`config.mk`:
```
export PLATFORM = sky130hd
export DESIGN_NAME = time_set_ctrl
export DESIGN_NICKNAME = d
export VERILOG_FILES = /design/src/rtl/clock_pkg.sv /design/src/rtl/bcd_field_step.sv /design/src/rtl/time_set_ctrl.sv
export SDC_FILE = /design/constraint.sdc
export NUM_CORES = 1
export LEC_CHECK = 0
export CORE_UTILIZATION = 45
export DETAILED_ROUTE_END_ITERATION = 10
export HOLD_SLACK_MARGIN = 0.05
export PLACE_DENSITY = 0.72
export SYNTH_ARGS = -nofsm -noshare
export SYNTH_HDL_FRONTEND = slang
export SYNTH_SLANG_ARGS = --single-unit
```
`constraint.sdc`:
```
create_clock -name clk -period 1.75 [get_ports clk]
set_clock_uncertainty 0.05 [all_clocks]
set_input_delay 0.2625 -clock clk [delete_from_list [all_inputs] [get_ports clk]]
set_output_delay 0.2625 -clock clk [all_outputs]
set_load 0.01 [all_outputs]
```
`src/rtl/clock_pkg.sv`:
```
// Shared layout, limits and state encoding for the time-of-day set controller.
package clock_pkg;

    localparam int TIME_W = 20;

    // Field widths and LSB offsets inside the packed time word
    localparam int HH_W = 2;
    localparam int HL_W = 4;
    localparam int MH_W = 3;
    localparam int ML_W = 4;
    localparam int SH_W = 3;
    localparam int SL_W = 4;
    localparam int SL_LSB = 0;
    localparam int SH_LSB = 4;
    localparam int ML_LSB = 7;
    localparam int MH_LSB = 11;
    localparam int HL_LSB = 14;
    localparam int HH_LSB = 18;

    localparam int HOUR_MAX   = 23;
    localparam int MINSEC_MAX = 59;

    typedef enum logic [2:0] {
        ST_RUN,
        ST_EDIT_H,
        ST_EDIT_M,
        ST_EDIT_S,
        ST_COMMIT
    } state_t;

    localparam logic [1:0] ES_RUN  = 2'd0;
    localparam logic [1:0] ES_HOUR = 2'd1;
    localparam logic [1:0] ES_MIN  = 2'd2;
    localparam logic [1:0] ES_SEC  = 2'd3;

    // True when a tens/units BCD pair is a legal digit pair not above max
    function automatic logic bcd_ok(input logic [3:0] tens, input logic [3:0] units,
                                    input int max);
        return (units <= 4'd9) && ((int'(tens) * 10 + int'(units)) <= max);
    endfunction

endpackage

```
`src/rtl/bcd_field_step.sv`:
```
// One BCD field (tens/units) stepped up or down by one with wrap at 00 / max.
module bcd_field_step #(
    parameter int TW = 3
) (
    input  logic [TW-1:0] i_tens,
    input  logic [3:0]    i_units,
    input  logic [TW-1:0] i_max_tens,
    input  logic [3:0]    i_max_units,
    input  logic          i_inc,
    input  logic          i_dec,
    output logic [TW-1:0] o_tens,
    output logic [3:0]    o_units
);

    always_comb begin
        o_tens  = i_tens;
        o_units = i_units;
        if (i_inc && !i_dec) begin
            if (i_tens == i_max_tens && i_units == i_max_units) begin
                o_tens  = '0;
                o_units = '0;
            end else if (i_units == 4'd9) begin
                o_tens  = i_tens + TW'(1);
                o_units = '0;
            end else begin
                o_units = i_units + 4'd1;
            end
        end else if (i_dec && !i_inc) begin
            if (i_tens == '0 && i_units == 4'd0) begin
                o_tens  = i_max_tens;
                o_units = i_max_units;
            end else if (i_units == 4'd0) begin
                o_tens  = i_tens - TW'(1);
                o_units = 4'd9;
            end else begin
                o_units = i_units - 4'd1;
            end
        end
    end

endmodule

```
`src/rtl/time_set_ctrl.sv`:
```
// Freezes the time counter, edits a sanitised shadow copy field by field and
// commits it through the counter load port; abandons the edit after inactivity.
module time_set_ctrl
    import clock_pkg::*;
#(
    parameter int TIMEOUT_TICKS = 20,
    parameter int TO_W          = 5
) (
    input  logic              clk,
    input  logic              rstn,
    input  logic              btn_mode,
    input  logic              btn_inc,
    input  logic              btn_dec,
    input  logic              tick_blink,
    input  logic [TIME_W-1:0] cur_time,
    output logic              run_en,
    output logic              load_en,
    output logic [TIME_W-1:0] load_time,
    output logic [5:0]        blink_mask,
    output logic [1:0]        edit_state
);

    state_t            r_state, w_state_nx;
    logic [TIME_W-1:0] r_shadow, w_shadow_nx;
    logic [TO_W-1:0]   r_to, w_to_nx;
    logic              r_phase, w_phase_nx;
    logic              r_run_en, r_load_en;
    logic [5:0]        r_mask, w_mask_nx;
    logic [1:0]        r_es, w_es_nx;

    logic              w_h_ok, w_m_ok, w_s_ok;
    logic [TIME_W-1:0] w_cap, w_stepped;
    logic [HH_W-1:0]   w_hh_nx;
    logic [MH_W-1:0]   w_mh_nx;
    logic [SH_W-1:0]   w_sh_nx;
    logic [3:0]        w_hl_nx, w_ml_nx, w_sl_nx;
    logic              w_sel_h, w_sel_m, w_sel_s;

    // Any garbage field from the counter is zeroed so edits start from a legal value
    assign w_h_ok = bcd_ok({2'b00, cur_time[HH_LSB +: HH_W]}, cur_time[HL_LSB +: HL_W], HOUR_MAX);
    assign w_m_ok = bcd_ok({1'b0, cur_time[MH_LSB +: MH_W]}, cur_time[ML_LSB +: ML_W], MINSEC_MAX);
    assign w_s_ok = bcd_ok({1'b0, cur_time[SH_LSB +: SH_W]}, cur_time[SL_LSB +: SL_W], MINSEC_MAX);
    assign w_cap  = {w_h_ok ? cur_time[19:14] : 6'd0,
                     w_m_ok ? cur_time[13:7]  : 7'd0,
                     w_s_ok ? cur_time[6:0]   : 7'd0};

    assign w_sel_h = (r_state == ST_EDIT_H);
    assign w_sel_m = (r_state == ST_EDIT_M);
    assign w_sel_s = (r_state == ST_EDIT_S);

    bcd_field_step #(.TW(HH_W)) u_step_h (
        .i_tens      (r_shadow[HH_LSB +: HH_W]),
        .i_units     (r_shadow[HL_LSB +: HL_W]),
        .i_max_tens  (HH_W'(HOUR_MAX / 10)),
        .i_max_units (4'(HOUR_MAX % 10)),
        .i_inc       (btn_inc && w_sel_h),
        .i_dec       (btn_dec && w_sel_h),
        .o_tens      (w_hh_nx),
        .o_units     (w_hl_nx)
    );

    bcd_field_step #(.TW(MH_W)) u_step_m (
        .i_tens      (r_shadow[MH_LSB +: MH_W]),
        .i_units     (r_shadow[ML_LSB +: ML_W]),
        .i_max_tens  (MH_W'(MINSEC_MAX / 10)),
        .i_max_units (4'(MINSEC_MAX % 10)),
        .i_inc       (btn_inc && w_sel_m),
        .i_dec       (btn_dec && w_sel_m),
        .o_tens      (w_mh_nx),
        .o_units     (w_ml_nx)
    );

    bcd_field_step #(.TW(SH_W)) u_step_s (
        .i_tens      (r_shadow[SH_LSB +: SH_W]),
        .i_units     (r_shadow[SL_LSB +: SL_W]),
        .i_max_tens  (SH_W'(MINSEC_MAX / 10)),
        .i_max_units (4'(MINSEC_MAX % 10)),
        .i_inc       (btn_inc && w_sel_s),
        .i_dec       (btn_dec && w_sel_s),
        .o_tens      (w_sh_nx),
        .o_units     (w_sl_nx)
    );

    assign w_stepped = {w_hh_nx, w_hl_nx, w_mh_nx, w_ml_nx, w_sh_nx, w_sl_nx};

    always_ff @(posedge clk or negedge rstn) begin
        if (!rstn) begin
            r_state  <= ST_RUN;
            r_shadow <= '0;
            r_to     <= '0;
            r_phase  <= 1'b0;
        end else begin
            r_state  <= w_state_nx;
            r_shadow <= w_shadow_nx;
            r_to     <= w_to_nx;
            r_phase  <= w_phase_nx;
        end
    end

    always_comb begin
        w_state_nx  = r_state;
        w_shadow_nx = r_shadow;
        w_to_nx     = r_to;
        w_phase_nx  = r_phase;
        case (r_state)
            ST_RUN: begin
                w_to_nx    = '0;
                w_phase_nx = 1'b0;
                if (btn_mode) begin
                    w_state_nx  = ST_EDIT_H;
                    w_shadow_nx = w_cap;
                end
            end
            ST_EDIT_H, ST_EDIT_M, ST_EDIT_S: begin
                if (btn_mode) begin
                    w_state_nx = (r_state == ST_EDIT_H) ? ST_EDIT_M :
                                 (r_state == ST_EDIT_M) ? ST_EDIT_S : ST_COMMIT;
                    w_to_nx    = '0;
                    w_phase_nx = 1'b0;
                end else if (btn_inc || btn_dec) begin
                    w_shadow_nx = w_stepped;
                    w_to_nx     = '0;
                    w_phase_nx  = 1'b0;
                end else if (tick_blink) begin
                    if (r_to == TO_W'(TIMEOUT_TICKS - 1)) begin
                        w_state_nx = ST_RUN;
                        w_to_nx    = '0;
                        w_phase_nx = 1'b0;
                    end else begin
                        w_to_nx    = r_to + TO_W'(1);
                        w_phase_nx = ~r_phase;
                    end
                end
            end
            ST_COMMIT: w_state_nx = ST_RUN;
            default:   w_state_nx = ST_RUN;
        endcase
    end

    // Outputs are decoded from the next state so they line up with the state register
    always_comb begin
        w_mask_nx = 6'b000000;
        w_es_nx   = ES_RUN;
        case (w_state_nx)
            ST_EDIT_H: begin w_es_nx = ES_HOUR; w_mask_nx = {{2{w_phase_nx}}, 4'b0000}; end
            ST_EDIT_M: begin w_es_nx = ES_MIN;  w_mask_nx = {2'b00, {2{w_phase_nx}}, 2'b00}; end
            ST_EDIT_S: begin w_es_nx = ES_SEC;  w_mask_nx = {4'b0000, {2{w_phase_nx}}}; end
            default:   ;
        endcase
    end

    always_ff @(posedge clk or negedge rstn) begin
        if (!rstn) begin
            r_run_en  <= 1'b1;
            r_load_en <= 1'b0;
            r_mask    <= '0;
            r_es      <= ES_RUN;
        end else begin
            r_run_en  <= (w_state_nx == ST_RUN);
            r_load_en <= (w_state_nx == ST_COMMIT);
            r_mask    <= w_mask_nx;
            r_es      <= w_es_nx;
        end
    end

    assign run_en     = r_run_en;
    assign load_en    = r_load_en;
    assign load_time  = r_shadow;
    assign blink_mask = r_mask;
    assign edit_state = r_es;

endmodule
```
==> reports/summary.txt, run 1 <==
Global-route wire length before repair: 16300 um
DRT Pass-1 Iters: 5
Async set-reset flop share out of synthesis: 1.00
Pwr Density: 1340 mW/mm^2
HPWL Detailed: 7390 um
R2r setup slk: -0.20 ns
Mapped cell area: 0.00341 mm^2
Crit-path max FO: 5
Arrival time worst endpoint: 2.08 ns
Max-cap violation count: 0
Initial Util: 0.467
Mux cell area share after synthesis: 0.0239
Slew @ Worst Pin: 0.406 ns
Largest net degree at the start of global routing: 22
Area delta synth->final: 64.2%
Clock latency on the worst-skew pair: 0.30 ns
Worst stage delay on the critical path: 0.42 ns
Cells on worst reg2reg path: 6
WHS Endpoint: load_time[1]
Synth Instances: 411
Synth warn: 0
Commonest cells after routing, fill and taps aside: 110 x buf_4, 33 x clkdlybuf4s50_1, 29 x nand2_1
Compound-gate portion of the synthesized area: 0.258
Clock-pin slew on the worst setup and hold paths: 0.08 ns
CP Buf/Inv Count: 1
Via count: 3911
DRC violations left: 0
Tot GR Track Use: 0.262
CTS tree: done
DR WL/cell: 16.3 um
Xor and xnor fraction of the mapped netlist area: 0.0154
IO Port Bufs: 55
H-tree depth: 2
Vias in the first global route: 3615
Nets: 632
Gpl congestion: 0.881
Seq cells post-synth: 36
Core Area: 0.00729 mm^2
Util after Layout: 0.767
Commonest non-fill, non-tap cell in the layout: buf_4
Setup ws final: -0.203 ns
Startpoint types: register
Area occupied by multi-input gates: 0.00285 mm^2
N_diodes: 0
Avg Inst Size Synth: 8.29 um^2
Placed cell count: 642
Hold-critical path depth: 4
Crit path capture type: register
Row count: 31
Crit Reg-Reg Endpoint: load_time[9]
Post-Synth Adder-Cell Area: 0.128
Worst Hold Class: input port to register
Largest family of logic cells by synthesized area: compound AO/OA/AOI/OAI gates
# IOs: 56
Final setup viols: 18
Worst path cell trace: or3b_4, buf_6, or3_4, o211a_1, o31ai_2, a31oi_1
Post-synthesis sequential area ratio: 0.265
Worst IR Drop VDD: 737 uV
CP Class: register to register
Die H: 89.0 um
Dominant synthesized flop cell: dfrtp_1
Critical path data required time: 1.88 ns
Initial detailed-routing violation count: 119
Via density: 5.81
Die area: 0.00793 mm^2
Layout cell share with drive strength beyond 1: 0.416
Fin crit share: 1.12
Place WS: -0.802 ns
FF+latch area: 911 um^2
EDFF count, synth: 0
Final wirelength: 10900 um
Clock root cell: clkbuf_8
Failing checks: negative setup slack
Peak Freq: 512 MHz
Die W: 89.0 um
Static Leak: 2.33 nW
Layout fillers: 515
Syn Nets: 470
Worst r2r src: r_state[2]
Post-DRT Antenna Nets: 0
Fin. Hold Viols: 0
Critical hold path startpoint: cur_time[1]
Simple-Gate Fraction of Synth Area: 0.250
Fin crit period: 1.95 ns
Critical-path top delay cell: or3b_4
Status: complete, but fails checks
Clock sink count: 36
Slew Limit Fails: 0
Non-Filler Instances: 673
Crit path max-delay family: simple AND/OR/NAND/NOR gates
Num CTS Buffers: 5
Clk buf depth: 2
Slew headroom: 0.729
Initial antenna violation count: 0
Total power: 7.50 mW
RSZ-0062 raised after global routing: yes
Synth cell types: 73
Global route overflow: 0
[area by class of cell]
type	instances	share of cell area
flip-flops and latches	36	0.163
clock buffers	5	0.0123
multi-input cells	332	0.509
repair buffers	180	0.278
inverters	18	0.0121
clock inverters	3	0.00335
well taps	99	0.0221
[state kept, by name, indices dropped and copies added (netlist names)]
name and cells:
run_en 1, r_phase 1, r_to 5, load_en 1
edit_state 2, blink_mask 3, load_time 20, r_state 3
[per-stage QoR]
stage	hold WS (ns)	area [um^2]	TNS (ns)
after floorplan	-0.0831	3530	-0.835
after global placement	0.162	4840	-15.79
after detailed placement	0.164	4840	-17.05
after CTS	0.356	5190	-2.36
after global routing	0.322	5600	-3.52
final	0.295	5600	-2.16
[how the worst max path moves through the flow]
stage	startpoint	to	slack [ns]	cells past startpoint
2_1_floorplan	cur_time[8]	load_time[11]	-0.13	7
3_3_place_gp	cur_time[4]	load_time[4]	-0.73	8
3_5_place_dp	cur_time[11]	load_time[8]	-0.80	8
4_1_cts	cur_time[11]	load_time[11]	-0.29	9
5_1_grt	r_state[2]	load_time[9]	-0.25	6
6_report	r_state[2]	load_time[9]	-0.20	6
[where the power goes]
part | switching, mW | total, mW | internal, mW | leakage [nW]
Clock | 0.341 | 0.618 | 0.278 | 0.0479
Sequential | 0.382 | 1.53 | 1.14 | 0.438
Combinational | 2.66 | 5.36 | 2.70 | 1.84
[worst reg2reg max path, delay by kind of cell, from the launching register on]
kind                   cells  cell delay, ns
AND/OR/NAND/NOR            2            0.74
flip-flops                 1            0.40
AO/OA/AOI/OAI              3            0.50
buffers and inverters      1            0.15
[metal layers]
layer | GRT usage | up-vias | share of wire
met5 | 0 | - | 0
met4 | 0.101 | 0 | 0.022
met3 | 0.0369 | 29 | 0.048
met2 | 0.465 | 127 | 0.50
met1 | 0.324 | 1880 | 0.43
li1 | - | 1875 | -
[timing repair]
action | in CTS | in global routing
endpoints found under the hold margin | 15 | 0
pin swaps | 35 | 51
setup buffers | 9 | 17
hold buffers | 1 | 0
endpoints found under the setup margin | 32 | 34
resized for setup | 81 | 90
[synth_stat cells (3+ instances only)]
cell	number	area [um^2]
nand3b_1	5	37.5
ha_1	30	375
nand4_1	9	56.3
a31oi_1	17	106
o21ai_0	25	125
or3_1	3	18.8
a211o_1	3	26.3
or2_2	3	18.8
mux2i_1	7	70.1
nand2_1	30	113
and2_1	5	31.3
buf_2	4	20.0
o21bai_1	4	30.0
nor3_1	11	55.1
a21oi_1	24	120
nand4b_1	3	26.3
nor4_1	5	31.3
clkbuf_1	14	52.6
o22ai_1	3	18.8
a211oi_1	3	22.5
xnor2_1	4	35.0
a32oi_1	7	61.3
a31o_2	5	43.8
buf_4	3	22.5
dfrtp_1	35	876
inv_1	18	67.6
nor3b_1	7	52.6
nor2_1	29	109
nand3_1	22	110
fa_1	3	60.1
o211ai_1	5	37.5
nor2b_1	5	31.3
nand2b_1	6	37.5
a221oi_1	3	26.3
a2111oi_0	3	26.3
[cells by family (layout without fill, tap and decap cells)]
| family | after synthesis | after routing |
|---|---|---|
| flops | 36 | 36 |
| simple gates | 156 | 156 |
| xor+xnor | 6 | 6 |
| fa+ha+maj | 33 | 33 |
| mux | 8 | 8 |
| compound gates | 129 | 129 |
| buf+inv | 43 | 206 |
No activity file was read; power rests on OpenSTA's default activity.
==> inputs of run 2 (changes only) <==
--- a/config.mk
+++ b/config.mk
@@ -6,8 +6,9 @@
 export NUM_CORES = 1
 export LEC_CHECK = 0
 export CORE_UTILIZATION = 45
+export CTS_CLUSTER_DIAMETER = 40
 export DETAILED_ROUTE_END_ITERATION = 10
-export HOLD_SLACK_MARGIN = 0.05
+export HOLD_SLACK_MARGIN = 0.06
 export PLACE_DENSITY = 0.72
 export SYNTH_ARGS = -nofsm -noshare
 export SYNTH_HDL_FRONTEND = slang
==> constraint.sdc (replaced) <==
create_clock -name clk -period 1.75 [get_ports clk]
set_clock_uncertainty 0.05 [all_clocks]
set_input_delay 0.2625 -clock clk [delete_from_list [all_inputs] [get_ports clk]]
set_output_delay 0.2625 -clock clk [all_outputs]
set_load 0.005 [all_outputs]
==> run 2 against run 1 <==
The run still ends with negative setup slack left. Cell area down 2.2%. Largest cell class unchanged. Utilization down 1.7 points. Critical endpoint is now load_time[10]. Via count up 0.97%. Power down 1.0%. Highest routed layer unchanged.
==> reports/summary.txt, run 2 (synthesis results as in run 1) <==
Global route overflow: 0 (unchanged)
Via density: 5.95 (was 5.81)
Nets: 623 (was 632)
Clock sink count: 36 (unchanged)
Die area: 0.00793 mm^2 (unchanged)
Initial Util: 0.467 (unchanged)
Failing checks: negative setup slack (unchanged)
Static Leak: 2.22 nW (was 2.33 nW)
Tot GR Track Use: 0.266 (was 0.262)
Core Area: 0.00729 mm^2 (unchanged)
Num CTS Buffers: 5 (unchanged)
Slew @ Worst Pin: 0.481 ns (was 0.406 ns)
Clk buf depth: 2 (unchanged)
Global-route wire length before repair: 16600 um (was 16300 um)
Die W: 89.0 um (unchanged)
Pwr Density: 1360 mW/mm^2 (was 1340 mW/mm^2)
Clock latency on the worst-skew pair: 0.29 ns (was 0.30 ns)
Place WS: -0.829 ns (was -0.802 ns)
Final wirelength: 10600 um (was 10900 um)
Fin. Hold Viols: 0 (unchanged)
Commonest cells after routing, fill and taps aside: 105 x buf_4, 37 x clkdlybuf4s50_1, 30 x nand2_1 (was 110 x buf_4, 33 x clkdlybuf4s50_1, 29 x nand2_1)
Largest net degree at the start of global routing: 22 (unchanged)
Clock root cell: clkbuf_8 (unchanged)
Cells on worst reg2reg path: 6 (unchanged)
Arrival time worst endpoint: 2.05 ns (was 2.08 ns)
Final setup viols: 15 (was 18)
Crit-path max FO: 5 (unchanged)
H-tree depth: 2 (unchanged)
Commonest non-fill, non-tap cell in the layout: buf_4 (unchanged)
Setup ws final: -0.134 ns (was -0.203 ns)
Vias in the first global route: 3712 (was 3615)
Util after Layout: 0.751 (was 0.767)
Startpoint types: register (unchanged)
Critical path data required time: 1.91 ns (was 1.88 ns)
R2r setup slk: -0.13 ns (was -0.20 ns)
RSZ-0062 raised after global routing: yes (unchanged)
Post-DRT Antenna Nets: 0 (unchanged)
Via count: 3949 (was 3911)
Row count: 31 (unchanged)
Crit path capture type: register (unchanged)
CP Class: register to register (unchanged)
Fin crit share: 1.08 (was 1.12)
Gpl congestion: 0.947 (was 0.881)
IO Port Bufs: 55 (unchanged)
DRC violations left: 0 (unchanged)
Slew headroom: 0.675 (was 0.729)
Initial detailed-routing violation count: 186 (was 119)
Worst Hold Class: input port to register (unchanged)
Slew Limit Fails: 0 (unchanged)
Area delta synth->final: 60.6% (was 64.2%)
Hold-critical path depth: 4 (unchanged)
Die H: 89.0 um (unchanged)
CTS tree: done (unchanged)
N_diodes: 0 (unchanged)
Status: complete, but fails checks (unchanged)
# IOs: 56 (unchanged)
Fin crit period: 1.88 ns (was 1.95 ns)
Layout cell share with drive strength beyond 1: 0.393 (was 0.416)
Initial antenna violation count: 0 (unchanged)
Max-cap violation count: 0 (unchanged)
DR WL/cell: 15.9 um (was 16.3 um)
Worst IR Drop VDD: 670 uV (was 737 uV)
HPWL Detailed: 7430 um (was 7390 um)
Max reg flops: 20 (unchanged)
DRT Pass-1 Iters: 5 (unchanged)
Peak Freq: 531 MHz (was 512 MHz)
Clock-pin slew on the worst setup and hold paths: 0.08 ns (about the same)
-- run 2: changes by cell type in the layout (fill, tap and decap cells not counted), sizes merged, moves of 2 or more --
cell           previous run  this run
buf                     130       123
clkdlybuf4s15             2         4
clkdlybuf4s50            33        37
clkinv                    3         0
dlymetal6s2s              5         0
-- run 2: layer usage --
layer	wire length, um	GRT usage	vias to the layer above
met5	0	0	-
met4	239	0.110	0
met3	522	0.0379	25
met2	5260	0.463	147
met1	4550	0.331	1917
li1	-	-	1860
-- run 2: critical path, cell delays in order, from the launching register on --
cell     delay (ns)
dfrtp_1        0.40
or3b_4         0.40
buf_6          0.15
nor4b_2        0.25
o21ai_1        0.13
a31o_2         0.26
a31oi_1        0.17
-- run 2: what timing repair did --
item                                    4_1_cts  5_1_grt
endpoints found under the hold margin        15        0
buffers inserted                              8        6
hold buffers                                  1        0
cloned                                        0        0
pin swaps                                    51       30
endpoints found under the setup margin       30       31
gates resized for setup                     103       45
-- run 2: per-stage QoR --
step	instance area [um^2]	setup TNS (ns)	power (mW)	hold WS (ns)	std cells
floorplan	3530	-0.835	3.91	-0.0831	411
global placement	4830	-15.84	5.72	0.162	641
detailed placement	4830	-17.32	5.84	0.161	641
CTS	5270	-1.28	6.96	0.323	658
global route	5470	-2.97	7.96	0.341	664
finish	5470	-1.27	7.42	0.324	664
-- run 2: area by class of cell --
cell class | instances | area [um^2]
clock inverters | 1 | 30.0
repair buffers | 171 | 1440
flip-flops and latches | 36 | 910
clock buffers | 7 | 96.3
inverters | 18 | 67.6
well taps | 99 | 124
multi-input cells | 332 | 2800
fillers | 522 | 1820
-- run 2: power by group --
group / internal [mW] / leakage (nW) / switching (mW)
Combinational: 2.58 / 1.72 / 2.46
Sequential: 1.14 / 0.440 / 0.418
Clock: 0.503 / 0.0645 / 0.321
Total: 4.23 / 2.22 / 3.20
-- run 2: worst paths after layout --
check | start | endpoint
worst max-delay path | r_state[2] | load_time[10]
worst min-delay path | cur_time[8] | load_time[8]
worst max register to register | r_state[2] | load_time[10]
worst min register to register | r_phase | r_phase
max in group asynchronous | rstn | run_en
min in group asynchronous | rstn | r_to[4]
==> inputs of run 3 (changes only) <==
==> constraint.sdc (replaced) <==
create_clock -name clk -period 1.75 [get_ports clk]
set_clock_uncertainty 0.05 [all_clocks]
set_input_delay 0.4375 -clock clk [delete_from_list [all_inputs] [get_ports clk]]
set_output_delay 0.4375 -clock clk [all_outputs]
set_load 0.005 [all_outputs]
==> run 3 against run 2 <==
The run still ends with negative setup slack left. Worst setup slack got worse by 0.12 ns. Power rose by 2.4%. Critical path depth rose by 3. Clock-buffer cell count fell by 2. Cell area rose by 4.3%. Die area did not move. Sequential share of layout area fell by 0.64 points. Utilization rose by 3.2 points. Critical endpoint is now load_time[12].
==> reports/summary.txt, run 3 (synthesis results as in run 1) <==
Largest net degree at the start of global routing: 22 (unchanged)
Tot GR Track Use: 0.262 (was 0.266)
Crit path capture type: register (unchanged)
Total power: 7.60 mW (was 7.42 mW)
Core Area: 0.00729 mm^2 (unchanged)
Startpoint types: input port (was register)
Failing checks: negative setup slack (unchanged)
Commonest cells after routing, fill and taps aside: 122 x buf_4, 28 x nand2_1, 27 x nor2_1, 27 x dfrtp_1, 21 x clkdlybuf4s50_1 (was 105 x buf_4, 37 x clkdlybuf4s50_1, 30 x nand2_1)
Slew headroom: 0.644 (was 0.675)
Final wirelength: 11200 um (was 10600 um)
Non-Filler Instances: 688 (was 664)
Die W: 89.0 um (unchanged)
CP Buf/Inv Count: 2 (was 1)
TNS Setup: -2.87 ns (was -1.27 ns)
Slew Limit Fails: 0 (unchanged)
Vias in the first global route: 3641 (was 3712)
N_diodes: 0 (unchanged)
Clk buf depth: 2 (unchanged)
DR WL/cell: 16.3 um (was 15.9 um)
Worst path cell trace: buf_8, ha_4, fa_2, nand3_2, a2111oi_4, nor3_2, buf_4, a32oi_2, a21oi_1 (was or3b_4, buf_6, nor4b_2, o21ai_1, a31o_2, a31oi_1)
Clock root cell: clkbuf_8 (unchanged)
Post-DRT Antenna Nets: 0 (unchanged)
Fin crit period: 2.01 ns (was 1.88 ns)
Die H: 89.0 um (unchanged)
Fin. Hold Viols: 0 (unchanged)
Util after Layout: 0.783 (was 0.751)
Global route overflow: 0 (unchanged)
Max reg flops: 20 (unchanged)
Critical-path top delay cell: fa_2 (was dfrtp_1)
Worst stage delay on the critical path: 0.55 ns (was 0.40 ns)
RSZ-0062 raised after global routing: yes (unchanged)
HPWL Detailed: 7210 um (was 7430 um)
# IOs: 56 (unchanged)
Initial detailed-routing violation count: 203 (was 186)
Peak Freq: 498 MHz (was 531 MHz)
Pwr Density: 1330 mW/mm^2 (was 1360 mW/mm^2)
Die area: 0.00793 mm^2 (unchanged)
Status: complete, but fails checks (unchanged)
CTS tree: done (unchanged)
Via count: 3995 (was 3949)
Critical path data required time: 1.88 ns (was 1.91 ns)
Commonest non-fill, non-tap cell in the layout: buf_4 (unchanged)
Placed cell count: 644 (was 641)
Worst Hold Class: register to register (was input port to register)
Slew @ Worst Pin: 0.529 ns (was 0.481 ns)
Fin crit share: 1.15 (was 1.08)
Crit-path max FO: 3 (was 5)
Clock latency on the worst-skew pair: 0.29 ns (about the same)
Num CTS Buffers: 5 (unchanged)
Max-cap violation count: 0 (unchanged)
Setup ws final: -0.258 ns (was -0.134 ns)
DRC violations left: 0 (unchanged)
Cell area after layout: 0.00571 mm^2 (was 0.00547 mm^2)
Static Leak: 2.42 nW (was 2.22 nW)
Initial Util: 0.467 (unchanged)
DRT Pass-1 Iters: 5 (unchanged)
Via density: 5.81 (was 5.95)
Area delta synth->final: 67.4% (was 60.6%)
Gpl congestion: 0.890 (was 0.947)
Layout fillers: 486 (was 522)
Clock-pin slew on the worst setup and hold paths: 0.08 ns (about the same)
H-tree depth: 2 (unchanged)
Arrival time worst endpoint: 2.14 ns (was 2.05 ns)
Worst IR Drop VDD: 833 uV (was 670 uV)
Layout cell share with drive strength beyond 1: 0.436 (was 0.393)
Clock sink count: 36 (unchanged)
Nets: 647 (was 623)
Global-route wire length before repair: 16400 um (was 16600 um)
Initial antenna violation count: 0 (unchanged)
IO Port Bufs: 55 (unchanged)
Row count: 31 (unchanged)
CP Class: input port to register (was register to register)
Crit path max-delay family: adder cells (was simple AND/OR/NAND/NOR gates)
Final setup viols: 17 (was 15)
Cell Area, Placed: 0.00488 mm^2 (was 0.00483 mm^2)
[run 3: worst paths after layout]
check,start,endpoint,slack (ns),cells after the start
max,cur_time[11],load_time[12],-0.26,9
min,r_phase,r_phase,0.47,1
max reg2reg,r_state[2],load_time[11],-0.17,6
min reg2reg,r_phase,r_phase,0.47,1
max in group asynchronous,rstn,run_en,0.53,3
min in group asynchronous,rstn,load_en,0.58,2
[run 3: power breakdown]
group / switching [mW] / internal, mW
clock network: 0.336 / 0.422
registers: 0.304 / 1.15
logic: 2.61 / 2.78
total: 3.25 / 4.35
[run 3: timing repair]
item                                    4_1_cts  5_1_grt
buffers inserted                             20       16
hold buffers                                  1        0
hold endpoints to repair                     15        0
resized for setup                           118       65
endpoints found under the setup margin       46       32
pin swaps                                    43       45
[run 3: routing by layer]
layer | wire length [um] | global-route usage | up-vias
met5 | 0 | 0 | -
met2 | 5710 | 0.476 | 135
met4 | 286 | 0.0837 | 0
met1 | 4710 | 0.324 | 1933
li1 | - | - | 1899
met3 | 519 | 0.0323 | 28
[run 3: layout make-up]
class	instances	area, um^2	share of cell area
sequential	36	912	0.160
clock buffer	5	68.8	0.0121
inverter	18	67.6	0.0118
clock inverter	3	42.5	0.00745
tap	99	124	0.0217
timing repair buffer	195	1660	0.291
multi-input combinational	332	2830	0.496
[run 3: per-stage QoR]
| stage | setup slack [ns] | hold slack (ns) |
|---|---|---|
| after floorplan | -0.301 | 0.0919 |
| after global placement | -0.937 | 0.354 |
| after detailed placement | -1.04 | 0.358 |
| after CTS | -0.367 | 0.484 |
| after global routing | -0.345 | 0.487 |
| final | -0.258 | 0.468 |
